File: config.mk
export PLATFORM = sky130hd
export DESIGN_NAME = vga_pattern_gen
export DESIGN_NICKNAME = d
export VERILOG_FILES = /design/src/rtl/vga_pat_pkg.sv /design/src/rtl/vga_band_decode.sv /design/src/rtl/vga_pattern_gen.sv
export SDC_FILE = /design/constraint.sdc
export NUM_CORES = 1
export LEC_CHECK = 0
export BUFFER_PORTS_ARGS = -buffer_cell sky130_fd_sc_hd__clkbuf_2
export CORE_MARGIN = 10
export CORE_UTILIZATION = 40
export CTS_CLUSTER_SIZE = 16
export DETAILED_ROUTE_END_ITERATION = 7
export HOLD_SLACK_MARGIN = 0.05
export PLACE_DENSITY = 0.77
export SYNTH_ARGS = -nofsm -noshare
export SYNTH_HDL_FRONTEND = slang
export SYNTH_HIERARCHICAL = 1
export SYNTH_SLANG_ARGS = --single-unit
File: constraint.sdc
create_clock -name clk -period 2.5 [get_ports clk]
set_input_delay 0.625 -clock clk [delete_from_list [all_inputs] [get_ports clk]]
set_output_delay 0.625 -clock clk [all_outputs]
set_load 0.03 [all_outputs]
File: src/rtl/vga_pat_pkg.sv
// Shared constants for the VGA test-pattern generator: pattern codes and
// default active-area dimensions.
package vga_pat_pkg;

    typedef enum logic [1:0] {
        MODE_RAMP  = 2'd0,
        MODE_BARS  = 2'd1,
        MODE_CHECK = 2'd2,
        MODE_GRAD  = 2'd3
    } mode_e;

    localparam int H_ACTIVE_DEF = 640;
    localparam int V_ACTIVE_DEF = 480;

endpackage : vga_pat_pkg

File: src/rtl/vga_band_decode.sv
// Maps a ramp band index onto r/g/b: red ramp, then green, then blue, then
// saturated white once all three ramps are exhausted.
module vga_band_decode #(
    parameter int CW = 2,
    parameter int NW = 5
) (
    input  logic [NW-1:0] i_n,
    output logic [CW-1:0] o_r,
    output logic [CW-1:0] o_g,
    output logic [CW-1:0] o_b
);

    localparam int S = 1 << CW;

    logic [31:0] w_n;
    assign w_n = 32'(i_n);

    always_comb begin
        o_r = '0;
        o_g = '0;
        o_b = '0;
        if (w_n < 32'(S)) begin
            o_r = CW'(w_n);
        end else if (w_n < 32'(2 * S)) begin
            o_g = CW'(w_n - 32'(S));
        end else if (w_n < 32'(3 * S)) begin
            o_b = CW'(w_n - 32'(2 * S));
        end else begin
            o_r = '1;
            o_g = '1;
            o_b = '1;
        end
    end

endmodule : vga_band_decode

File: src/rtl/vga_pattern_gen.sv
// VGA test-pattern generator: four patterns, frame-synchronous mode switching,
// registered colour. Optional border overlay enabled by VGA_PAT_BORDER_EN.
module vga_pattern_gen
    import vga_pat_pkg::*;
#(
    parameter int CW         = 2,
    parameter int HW         = 11,
    parameter int VW         = 10,
    parameter int H_ACTIVE   = H_ACTIVE_DEF,
    parameter int V_ACTIVE   = V_ACTIVE_DEF,
    parameter int BAND_SHIFT = 5,
    parameter int BAR_SHIFT  = 6,
    parameter int CK_SHIFT   = 4
) (
    input  logic          clk,
    input  logic          rst,
    input  logic [HW-1:0] hcount,
    input  logic [VW-1:0] vcount,
    input  logic [1:0]    mode_sel,
    input  logic          mode_req,
    output logic [CW-1:0] r,
    output logic [CW-1:0] g,
    output logic [CW-1:0] b,
    output logic [1:0]    mode_cur,
    output logic [7:0]    frame_cnt
);

    logic [CW-1:0] r_red, r_grn, r_blu;
    logic [1:0]    r_mode_cur;
    logic [1:0]    r_pend_mode;
    logic          r_pend_valid;
    logic [7:0]    r_frame_cnt;

    logic          w_fs;
    logic [1:0]    w_mode;
    logic [CW-1:0] w_red, w_grn, w_blu;
    logic [CW-1:0] w_ramp_r, w_ramp_g, w_ramp_b;
    logic [CW-1:0] w_bar_r, w_bar_g, w_bar_b;
    logic [2:0]    w_bar_c;
    logic          w_ck_t;

    assign w_fs = (hcount == '0) && (vcount == '0);

    // A request landing on the frame-start pixel takes effect on that same pixel.
    always_comb begin
        w_mode = r_mode_cur;
        if (w_fs) begin
            if (mode_req) begin
                w_mode = mode_sel;
            end else if (r_pend_valid) begin
                w_mode = r_pend_mode;
            end
        end
    end

    vga_band_decode #(
        .CW (CW),
        .NW (VW - BAND_SHIFT)
    ) u_band (
        .i_n (vcount[VW-1:BAND_SHIFT]),
        .o_r (w_ramp_r),
        .o_g (w_ramp_g),
        .o_b (w_ramp_b)
    );

    assign w_bar_c = 3'd7 - hcount[BAR_SHIFT+2:BAR_SHIFT];

    for (genvar gi = 0; gi < CW; gi++) begin : g_bar
        assign w_bar_r[gi] = w_bar_c[2];
        assign w_bar_g[gi] = w_bar_c[1];
        assign w_bar_b[gi] = w_bar_c[0];
    end

    // Bit CK_SHIFT of (hcount + frame_cnt): the two operand bits plus the carry
    // out of the low bits, where a + b overflows exactly when a > ~b.
    assign w_ck_t = hcount[CK_SHIFT] ^ r_frame_cnt[CK_SHIFT] ^ vcount[CK_SHIFT]
                  ^ (hcount[CK_SHIFT-1:0] > ~r_frame_cnt[CK_SHIFT-1:0]);

    always_comb begin
        w_red = '0;
        w_grn = '0;
        w_blu = '0;
        case (w_mode)
            MODE_RAMP: begin
                w_red = w_ramp_r;
                w_grn = w_ramp_g;
                w_blu = w_ramp_b;
            end
            MODE_BARS: begin
                w_red = w_bar_r;
                w_grn = w_bar_g;
                w_blu = w_bar_b;
            end
            MODE_CHECK: begin
                w_red = {CW{w_ck_t}};
                w_grn = {CW{w_ck_t}};
                w_blu = {CW{w_ck_t}};
            end
            MODE_GRAD: begin
                w_red = hcount[CW+5:6];
                w_grn = vcount[CW+5:6];
                w_blu = r_frame_cnt[7:8-CW];
            end
            default: ;
        endcase
`ifdef VGA_PAT_BORDER_EN
        if ((hcount == '0) || (hcount == HW'(H_ACTIVE - 1)) ||
            (vcount == '0) || (vcount == VW'(V_ACTIVE - 1))) begin
            w_red = '1;
            w_grn = '1;
            w_blu = '1;
        end
`endif
        if ((hcount >= HW'(H_ACTIVE)) || (vcount >= VW'(V_ACTIVE))) begin
            w_red = '0;
            w_grn = '0;
            w_blu = '0;
        end
    end

    always_ff @(posedge clk) begin
        if (rst) begin
            r_red        <= '0;
            r_grn        <= '0;
            r_blu        <= '0;
            r_mode_cur   <= MODE_RAMP;
            r_pend_mode  <= MODE_RAMP;
            r_pend_valid <= 1'b0;
            r_frame_cnt  <= 8'd0;
        end else begin
            r_red      <= w_red;
            r_grn      <= w_grn;
            r_blu      <= w_blu;
            r_mode_cur <= w_mode;
            if (w_fs) begin
                r_pend_valid <= 1'b0;
                r_frame_cnt  <= r_frame_cnt + 8'd1;
            end else if (mode_req) begin
                r_pend_mode  <= mode_sel;
                r_pend_valid <= 1'b1;
            end
        end
    end

    assign r         = r_red;
    assign g         = r_grn;
    assign b         = r_blu;
    assign mode_cur  = r_mode_cur;
    assign frame_cnt = r_frame_cnt;

endmodule : vga_pattern_gen
# Yosys cells after proc, flatten, opt, wreduce, memory -nomap -nowiden
# Index checks and enable logic that the tools add are counted.
# totals
in_bits	26
ff_bits	19
out_inout_bits	16
word_cells	47
# op_classes
n_bitwise	5
add_sub_neg	4
n_mux	14
n_reduce_logical	8
n_lt_le_gt_ge	6
n_eq_ne	3
# op_table
operator	count
2-bit case mux with 4 select lines	3
2-bit 2-to-1 mux	11
11-bit by 10-bit greater-or-equal comparator with 1-bit output, second input constant	1
11-bit logical NOT	1
10-bit by 9-bit greater-or-equal comparator with 1-bit output, second input constant	1
10-bit logical NOT	1
5-bit by 4-bit < comparator with 1-bit output, second input constant	2
8-bit by 1-bit adder with 8-bit output, second input constant	1
5-bit by 3-bit < comparator with 1-bit output, second input constant	1
2-bit == test, second input constant	2
4-bit greater-than comparator	1
4-bit inverter	1
2-bit OR reduction	2
2-bit by 1-bit subtractor with 2-bit output, second input constant	2
3-bit subtractor, first input constant	1
1-bit bitwise XOR	3
2-bit by 1-bit == test with 1-bit output, second input constant	1
2-bit logical NOT	1
2-bit AND reduction	1
1-bit logical AND	1
1-bit logical OR	1
1-bit inverter	1

# Depth between registers and ports, before layout
# depth
ltp_word	5
mapped_depth	8
ltp_nobuf	8

# By module
# Netlist, hierarchy kept.
# modules_own_cells
module	area_each_um2	seq_area_each_um2	n_inst	cells_per_inst
vga_pattern_gen	1173.6	380.4	1	129
vga_band_decode	71.3	0.0	1	12

# Least setup slack after synthesis
# No wires, ideal clock.
# synth_timing
path_kind	input-to-reg
from	in hcount[2]
to	reg r_blu[0], in the netlist b[0]
setup_time_ns	0.122
setup_slack_ns	0.215
arrival_ns	2.164
path_stages	7
path_buffers	1
t_required_ns	2.378
path_cell_list	nor4_2 -> nand4_4 -> nor2_4 -> buf_6 -> mux2i_1 -> o22ai_1 -> o311a_1
# synth_via
elab_chain_cells	5
word_cells_on_any_way	13
cone_classes	order compare: 2; eq/ne: 3; mux: 2; bitwise: 1; reduce/logical: 5
# synth_rtl
item	line	rtl
start: declaration	vga_pattern_gen.sv:17	input logic [HW-1:0] hcount,
11-bit logical NOT	vga_pattern_gen.sv:42	assign w_fs = (hcount == '0) && (vcount == '0);
1-bit logical AND	vga_pattern_gen.sv:42	
2-bit 2-to-1 mux	vga_pattern_gen.sv:47	if (w_fs) begin
2-bit == test (tied with other cells)	vga_pattern_gen.sv:83	case (w_mode)
2-bit case mux with 4 select lines	vga_pattern_gen.sv:83	
end signal: assignment	vga_pattern_gen.sv:133	r_blu <= w_blu;
end: declaration	vga_pattern_gen.sv:28	logic [CW-1:0] r_red, r_grn, r_blu;
# Several ways; a longest one is shown, not always the timed one.
# A chain may end at the register's enable or synchronous reset.

# Worst setup path in the final report
# layout_timing
from	in vcount[6]
to	reg r_blu[1], in the netlist b[1]
# layout_via
elab_chain_cells	5
word_cells_on_any_way	18
cone_classes	add/sub: 1; order compare: 4; eq/ne: 3; mux: 5; reduce/logical: 5
# layout_rtl
item	line	rtl
start: declaration	vga_pattern_gen.sv:18	input logic [VW-1:0] vcount,
5-bit by 4-bit < comparator with 1-bit output (tied with other cells)	vga_band_decode.sv:26	end else if (w_n < 32'(3 * S)) begin
2-bit 2-to-1 mux / 1-bit logical AND (equally long branches)	vga_band_decode.sv:26, vga_pattern_gen.sv:42	
2-bit 2-to-1 mux (on tied branches)	vga_band_decode.sv:24, vga_pattern_gen.sv:47	
2-bit 2-to-1 mux (tied with other cells)	vga_band_decode.sv:22	if (w_n < 32'(S)) begin
2-bit case mux with 4 select lines	vga_pattern_gen.sv:83	
# Several ways; a longest one is shown, not always the timed one.

==> run metrics <==
status=finished, final reports clean; layout cell share with drive strength beyond 1=0.305; CP required=2.70 ns; # H-tree levels=1; DRC violations left=0; crit path kind=in2reg; RR Endpoint=b[1]; Root Driver=clkbuf_4; placed cell count=227; Synthesized Nets=172; CP max-delay cell=o311a_1; CP Max Fanout=7; Hold Path Class=reg2reg; Vias/cell=5.16; Worst setup EP type=flip-flop; syn avg cell area=8.83 um2; max incr delay on CP=0.37 ns; clock buffer count from CTS=3; Worst Hold Path EP=r_pend_mode[1]; Hold Startpoint=r_pend_mode[1]; largest net degree at the start of global routing=15; number of flops mapped to enable cells by yosys=0; final setup TNS=0 ns; CP startpoint kind=primary input; RSZ-0062 raised after global routing=no; ys flop type=dfxtp_1; Die Ht=75.8 um; Synth Cell Area=1240 um2; Min Clock Period, post-route=2.12 ns; number of port buffers=41; FP Rows=20; DRT antenna net count=0; CORE AREA=3030 um2; First-pass DRT Iterations=4; Area growth syn-to-layout=23.9%; placed cell area=1520 um2; Final Wtd Congestion=0.878; Tcrit/Tclk final=0.847; hold depth=2; final setup violation count=0; post-synthesis register bit count=19; Post-Layout Cell Count=231; routed len/inst=13.8 um; post-route cell area=1540 um2; fin nets=219; Pwr Density=365 nW/um2; IO Count=42; sequential share of the synthesized area=0.306; GRT Total Usage=0.114; Yosys top cell by area=dfxtp_1; CTS tree=built; Die W=75.8 um; diode count=0; Max Cap Viol=0; Async SR Flop Fraction=0; Layout Skew=0.00260 ns; peak supply drop=0.276 mV; CTS sink cnt=19; synth unique cells=36; GRT Residual Overflow=0; Iter 0 DRT Violations=46; Worst-Skew Late Latency=0.30 ns; worst reg2reg path startpoint=frame_cnt[1]; share of the synthesized area in the top cell type=0.306; WL final=3200 um; synth top area cells=dfxtp_1 31%, nor2b_1 5.5%, ha_1 5.0%; via count=1193; CTS clk-pin slew, worst paths=0.11 ns; Final Hold Fails=0; Final Max Slew Viols=0; Initial Utilization=0.411; clk buf depth=2; R2R setup slack=0.49 ns; crit-path cells=clkbuf_2, nor3_1, nand4_4, nor2_4, mux2i_1, o22ai_1, o311a_1; hold_buf cts=0; Mapped Cells=141; postcts setup bufs=0; first-pass GRT wire length=5170 um; Reg2Reg Depth=7; dpl hpwl=2630 um; P_leak=0.652 nW; initial antenna violation count=0; full die area=5740 um2; CP arrival=2.31 ns; post_cts resized=0; Worst Setup SP=vcount[6]; vias in the first global route=1161; Rel. slew slack=0.687; Peak Freq=472 MHz; Yosys warning count=6; Overall Power=0.000562 W; Slew @ Worst Pin=0.467 ns
per-layer routing:
layer / track usage / part of all wire
met1: 0.128 / 0.41
met4: 0.0289 / 0.0084
met3: 0.0339 / 0.089
met2: 0.204 / 0.49
met5: 0 / 0
cells by family (layout without fill, tap and decap cells):
family	count (synthesis)	in the layout	synth area share
multiplexers	7	7	0.0573
flip-flops	19	19	0.306
XOR/XNOR	10	10	0.0703
adder cells (fa/ha/maj)	5	5	0.0503
AND/OR/NAND/NOR	62	62	0.318
AO/OA/AOI/OAI	31	31	0.169
buffers and inverters	7	53	0.0301
metrics by stage:
stage,util,setup slack (ns),hold slack [ns]
4_1_cts,0.510,0.405,0.516
5_1_grt,0.510,0.223,0.542
6_report,0.510,0.383,0.509
3_3_place_gp,0.501,0.146,0.481
2_1_floorplan,-,0.215,0.463
3_5_place_dp,0.501,0.0747,0.492
placed cells by master, fill, tap and decap left out, drive strengths merged, types with 2 or more instances in the layout:
cell type,count
xnor2,4
nor4,4
nand2b,10
xor2,6
and2,2
mux2i,6
nor2b,11
a21oi,5
buf,5
o311a,6
nand4,3
dfxtp,19
clkbuf,45
ha,5
nor3,2
o22ai,3
inv,2
a21o,3
nand3,3
nand2,10
nor2,14
o21ai,12
synthesized netlist by cell type, types with 2 or more instances:
cell type / number
a21o_1: 3
a21oi_1: 5
and2_1: 2
dfxtp_1: 19
ha_1: 5
inv_1: 2
mux2i_1: 6
nand2_1: 10
nand2b_1: 10
nand3_1: 3
nand4_1: 2
nor2_1: 13
nor2b_1: 11
nor3_1: 2
nor4_4: 2
o21ai_0: 8
o21ai_1: 4
o22ai_1: 3
o311a_1: 6
xnor2_1: 4
xor2_1: 6
where the power goes:
part           total [W]  switching (W)  internal [W]
Clock           0.000156      0.0000940     0.0000622
Combinational  0.0000953      0.0000532     0.0000421
Sequential      0.000311     0.00000276      0.000308
Total           0.000562       0.000150      0.000412
registers in the layout, summed over array words and instances, names as in the netlist:
| name | cells |
|---|---|
| r_pend_valid | 1 |
| g | 2 |
| b | 2 |
| frame_cnt | 8 |
| r | 2 |
| mode_cur | 2 |
| r_pend_mode | 2 |
worst max path at each step:
stage                     cells past startpoint    to
after global placement                        7  b[0]
after global routing                          7  b[1]
after CTS                                     8  b[1]
after detailed placement                      7  b[1]
final                                         7  b[1]
after floorplan                               7  b[0]
critical path: cells and delay by family:
kind	cells	cell delay, ns
multiplexers	1	0.33
buffers and inverters	1	0.12
AND/OR/NAND/NOR	3	0.72
AO/OA/AOI/OAI	2	0.53
area by class of cell:
cell class / count / area, um2
fill: 299 / 1490
multi-input combinational: 115 / 827
sequential: 19 / 380
timing repair buffer: 46 / 243
tap: 44 / 55.1
clock buffer: 4 / 26.3
inverter: 3 / 11.3
Power figures use the tool's default switching activity.
